<file path="config.mk">
export PLATFORM = sky130hd
export DESIGN_NAME = mem_arbiter
export DESIGN_NICKNAME = d
export VERILOG_FILES = /design/src/rtl/mem_arb_pkg.sv /design/src/rtl/arb_pick.sv /design/src/rtl/mem_arbiter.sv
export SDC_FILE = /design/constraint.sdc
export NUM_CORES = 1
export LEC_CHECK = 0
export ABC_AREA = 1
export CAP_MARGIN = 10
export CORE_MARGIN = 2
export CORE_UTILIZATION = 45
export CTS_BUF_LIST = sky130_fd_sc_hd__clkbuf_16
export CTS_CLUSTER_DIAMETER = 30
export DETAILED_ROUTE_END_ITERATION = 12
export GPL_TIMING_DRIVEN = 0
export PLACE_DENSITY_LB_ADDON = 0.3
export SYNTH_ARGS = -nofsm -noshare
export SYNTH_HDL_FRONTEND = slang
export SYNTH_SLANG_ARGS = --single-unit
</file>
<file path="constraint.sdc">
create_clock -name clk -period 10.2 [get_ports clk]
set_clock_uncertainty 0.2 [all_clocks]
set_input_delay 2.04 -clock clk [delete_from_list [all_inputs] [get_ports clk]]
set_output_delay 2.04 -clock clk [all_outputs]
set_load 0.01 [all_outputs]
</file>
<file path="src/rtl/mem_arb_pkg.sv">
// rtl/mem_arb_pkg.sv - shared state/requester types and counter sizing for the memory arbiter
package mem_arb_pkg;

  typedef enum logic [1:0] {IDLE, BUSY, DONE} state_t;

  typedef enum logic {REQ_I, REQ_D} req_id_t;

  function automatic int cnt_w(input int latency);
    return $clog2(latency + 1);
  endfunction

endpackage

</file>
<file path="src/rtl/arb_pick.sv">
// rtl/arb_pick.sv - combinational winner selection; ARB_ROUND_ROBIN_EN selects round robin
// over fixed data-first priority. winner: 1 = data port, 0 = fetch port.
module arb_pick
  import mem_arb_pkg::*;
(
  input  logic i_req,
  input  logic d_req,
  input  logic last_served,
  output logic winner
);

`ifdef ARB_ROUND_ROBIN_EN
  always_comb begin
    winner = REQ_D;
    if (i_req && d_req) begin
      winner = (last_served == REQ_D) ? REQ_I : REQ_D;
    end else if (i_req) begin
      winner = REQ_I;
    end
  end
`else
  logic unused_last;
  assign unused_last = last_served;
  // Data wins whenever it asks; fetch only when it is the sole requester.
  assign winner = (d_req || !i_req) ? REQ_D : REQ_I;
`endif

endmodule

</file>
<file path="src/rtl/mem_arbiter.sv">
// rtl/mem_arbiter.sv - single-port fixed-latency memory arbiter between fetch and load/store;
// ARB_ROUND_ROBIN_EN enables round-robin grants under contention.
module mem_arbiter
  import mem_arb_pkg::*;
#(
  parameter int DATA_WIDTH  = 32,
  parameter int ADDR_WIDTH  = 32,
  parameter int MEM_LATENCY = 2
) (
  input  logic                  clk,
  input  logic                  reset,
  input  logic                  i_req,
  input  logic [ADDR_WIDTH-1:0] i_addr,
  output logic                  i_gnt,
  output logic                  i_done,
  output logic [DATA_WIDTH-1:0] i_rdata,
  input  logic                  d_req,
  input  logic                  d_we,
  input  logic [ADDR_WIDTH-1:0] d_addr,
  input  logic [DATA_WIDTH-1:0] d_wdata,
  output logic                  d_gnt,
  output logic                  d_done,
  output logic [DATA_WIDTH-1:0] d_rdata,
  output logic                  m_read,
  output logic                  m_write,
  output logic [ADDR_WIDTH-1:0] m_addr,
  output logic [DATA_WIDTH-1:0] m_wdata,
  input  logic [DATA_WIDTH-1:0] m_rdata
);

  localparam int CNT_W = cnt_w(MEM_LATENCY);
  localparam logic [CNT_W-1:0] CNT_LOAD = CNT_W'(MEM_LATENCY - 1);

  state_t                state_q, state_d;
  logic [CNT_W-1:0]      cnt_q;
  req_id_t               owner_q;
  logic                  we_q;
  logic                  winner;
  logic                  start, finish;
  logic                  pick_we;
  logic [ADDR_WIDTH-1:0] pick_addr;
  logic [DATA_WIDTH-1:0] pick_wdata;
  logic                  last_served;

`ifdef ARB_ROUND_ROBIN_EN
  always_ff @(posedge clk or posedge reset) begin
    if (reset) begin
      last_served <= REQ_I;
    end else if (start) begin
      last_served <= winner;
    end
  end
`else
  assign last_served = REQ_I;
`endif

  arb_pick u_pick (
    .i_req      (i_req),
    .d_req      (d_req),
    .last_served(last_served),
    .winner     (winner)
  );

  assign pick_we    = (winner == REQ_D) && d_we;
  assign pick_addr  = (winner == REQ_D) ? d_addr : i_addr;
  assign pick_wdata = (winner == REQ_D) ? d_wdata : '0;

  always_ff @(posedge clk or posedge reset) begin
    if (reset) begin
      state_q <= IDLE;
    end else begin
      state_q <= state_d;
    end
  end

  always_comb begin
    state_d = state_q;
    start   = 1'b0;
    finish  = 1'b0;
    case (state_q)
      IDLE: begin
        if (i_req || d_req) begin
          start   = 1'b1;
          state_d = BUSY;
        end
      end
      BUSY: begin
        if (cnt_q == '0) begin
          finish  = 1'b1;
          state_d = DONE;
        end
      end
      DONE:    state_d = IDLE;
      default: state_d = IDLE;
    endcase
  end

  // m_addr/m_wdata double as the latched transaction operands.
  always_ff @(posedge clk or posedge reset) begin
    if (reset) begin
      cnt_q   <= '0;
      owner_q <= REQ_I;
      we_q    <= 1'b0;
      m_read  <= 1'b0;
      m_write <= 1'b0;
      m_addr  <= '0;
      m_wdata <= '0;
      i_gnt   <= 1'b0;
      d_gnt   <= 1'b0;
      i_done  <= 1'b0;
      d_done  <= 1'b0;
      i_rdata <= '0;
      d_rdata <= '0;
    end else begin
      i_gnt  <= 1'b0;
      d_gnt  <= 1'b0;
      i_done <= 1'b0;
      d_done <= 1'b0;
      if (start) begin
        owner_q <= req_id_t'(winner);
        we_q    <= pick_we;
        cnt_q   <= CNT_LOAD;
        m_read  <= !pick_we;
        m_write <= pick_we;
        m_addr  <= pick_addr;
        m_wdata <= pick_wdata;
        i_gnt   <= (winner == REQ_I);
        d_gnt   <= (winner == REQ_D);
      end else if (finish) begin
        m_read  <= 1'b0;
        m_write <= 1'b0;
        if (owner_q == REQ_D) begin
          d_done  <= 1'b1;
          d_rdata <= we_q ? '0 : m_rdata;
        end else begin
          i_done  <= 1'b1;
          i_rdata <= m_rdata;
        end
      end else if (state_q == BUSY) begin
        cnt_q <= cnt_q - CNT_W'(1);
      end
    end
  end

endmodule

</file>
==> flow_summary.ini <==
[route]
drt_iter0_drc = 369
via_count = 5802
wl_per_cell_um = 14.9
wirelength_um = 17700
detail-route-antenna-nets = 0
dr.pass1.iters = 4
vias_per_cell = 4.89
drcViolationCount = 0

[cts]
hold_buffers = 0
htree_num_levels = 4
ctsLongestPathBuffers = 2
clk_latency_ps = 410
cts.sinks = 140
cts_tree = built
post_cts_buffers = 0
cts-root-buf = clkbuf_16
cts_resized = 0
cts-buffers-inserted = 17
clk_pin_slew_ps = 50

[layout]
nets = 1136
drive_above_1_share_pct = 5.82
fillers = 983
ff_latch_area_mm2 = 0.00350
utilization_pct = 73.4
n_antenna_cell = 0
area_delta_synth_final_pct = 57.9
multiInputGateArea_mm2 = 0.00204

[critical_path]
cpPeakStageDelay_ps = 580
crit_buf_inv = 1
startpoint_type = flop
cp_top_family = buffers and inverters
crit_path_end_kind = primary output
required_ps = 7960
critPathArrivalTime_ps = 1370
path_class = reg2out
worstPathCellList = clkdlybuf4s50_1
reg2reg_slack_ps = 8310
path_max_fanout = 2
crit_slowest_cell = clkdlybuf4s50_1

[yosys]
ys_seq_area_share_pct = 59.0
synth_nets = 851
ys_ff_latch = 140
syn-instance-count = 717
syn_area_per_cell_um2 = 8.28
synth_area_mm2 = 0.00594
synthTopCellsByArea = dfrtp_1 59%, nand2_1 19%, nand3_1 8.7%
synth_top_area_share_pct = 59.0
yosysTopAreaCell = dfrtp_1
yosysUniqueCellTypes = 14
yosysWarnings = 0

[timing]
rsz0062_at_grt = false
setup_slack_ps = 6590
tns_ps = 0
tightest_slew_ps = 576
fin_crit_sh_pct = 35.4
min_period_ps = 3610
hold_viol = 0
maxSlewViolCount = 0
slew_headroom_pct = 61.6
setup_viol = 0
fmax_mhz = 277

[floorplanning]
std_cell_rows = 41
die_y_um = 119
dieArea_mm2 = 0.0141
pin_count = 267
coreArea_mm2 = 0.0128
die_w_um = 119
start_util_pct = 46.5

[place]
gp_congestion = 0.821
place_ws_ps = 6480
dp_hpwl_um = 13100
io_buffer_count = 265

[run]
maxCapViolations = 0

[pwr]
p_leak_nw = 4.66
power_density_mw_per_mm2 = 305
vdd_drop_max_mv = 0.132

[global_routing]
grt_max_degree = 89
grt_overflow = 0
grt_pass1_vias = 5556
grtUsageTotal_pct = 25.5
antenna_found_initial = 0
grt_pass1_wl_um = 28200

[hold_path]
min-delay-path-class = reg2reg

[status]
outcome = completed
==> worst reg2reg max path: cells and delay by family (launching register included) <==
family                     cells  cell delay (ps)
adders and majority gates      1              130
buffers and inverters          3              510
DFF                            1              370
and+or+nand+nor                4              620
==> worst paths after layout <==
kind | start | cells after the start | to
min | i_rdata[0] | 2 | i_rdata[0]
max | m_addr[8] | 1 | m_addr[8]
max in group asynchronous | reset | 3 | d_rdata[1]
min reg2reg | i_rdata[0] | 2 | i_rdata[0]
max reg2reg | cnt_q[0] | 8 | d_rdata[9]
min in group asynchronous | reset | 2 | d_rdata[24]
==> placed cells by master, fill, tap and decap left out, drive strengths merged <==
master and count:
ha 1, clkinv 8, bufinv 2, nand4 33, o21ai 1, nand2 306
inv 49, clkdlybuf4s50 265, nor2 40, clkinvlp 1, dfrtp 140, nand3 103
clkbuf 36, buf 29
==> synthesized netlist by cell type <==
master    instances
buf_2            25
buf_4             3
nand2_1         306
clkinv_1          1
clkbuf_1         19
nor2_1           38
dfrtp_1         140
ha_1              1
inv_2             2
nand3_1         103
nand4_1          33
nor2_2            2
inv_1            43
o21ai_0           1
==> registers in the layout (all words and copies together) (netlist names) <==
| name | count |
|---|---|
| we_q | 1 |
| d_gnt | 1 |
| i_rdata | 32 |
| cnt_q | 2 |
| m_addr | 32 |
| i_gnt | 1 |
| d_done | 1 |
| m_wdata | 32 |
| i_done | 1 |
| m_write | 1 |
| m_read | 1 |
| state_q | 2 |
| d_rdata | 32 |
| owner_q | 1 |
==> final cells by class <==
cell class | instances | area share, %
well taps | 172 | 2.29
multi-input cells | 484 | 21.8
clock buffers | 17 | 4.54
inverters | 46 | 1.89
plain buffers | 47 | 2.33
repair buffers | 266 | 28.6
flip-flops and latches | 140 | 37.4
clock inverters | 14 | 1.23
==> power breakdown <==
part | leakage [nW] | switching, mW | internal (mW)
sequential | 1.75 | 0.138 | 0.814
clock | 0.282 | 0.222 | 0.350
combinational | 2.63 | 0.692 | 0.648
==> cells by family after synthesis <==
group | Yosys count | share of synthesized area, %
adder cells (fa/ha/maj) | 1 | 0.211
AO/OA/AOI/OAI | 1 | 0.0842
AND/OR/NAND/NOR | 482 | 34.1
buffers and inverters | 93 | 6.59
flip-flops | 140 | 59.0
==> per-layer routing <==
layer	vias to the layer above	track usage, %	part of all wire [%]
met2	233	42.2	49
met3	32	8.14	8.6
met4	0	9.90	2.4
met1	2706	30.9	40
met5	-	0	0
li1	2831	-	-
==> per-stage QoR <==
stage | power [mW] | instance area (um2) | std cells | hold WS [ps]
global placement | 2.27 | 8810 | 1154 | 254
global route | 3.06 | 9380 | 1186 | 288
detailed placement | 2.30 | 8840 | 1155 | 257
CTS | 2.89 | 9380 | 1186 | 272
finish | 2.86 | 9380 | 1186 | 269
floorplan | 1.57 | 5940 | 717 | 265
(Power assumes the default switching activity.)
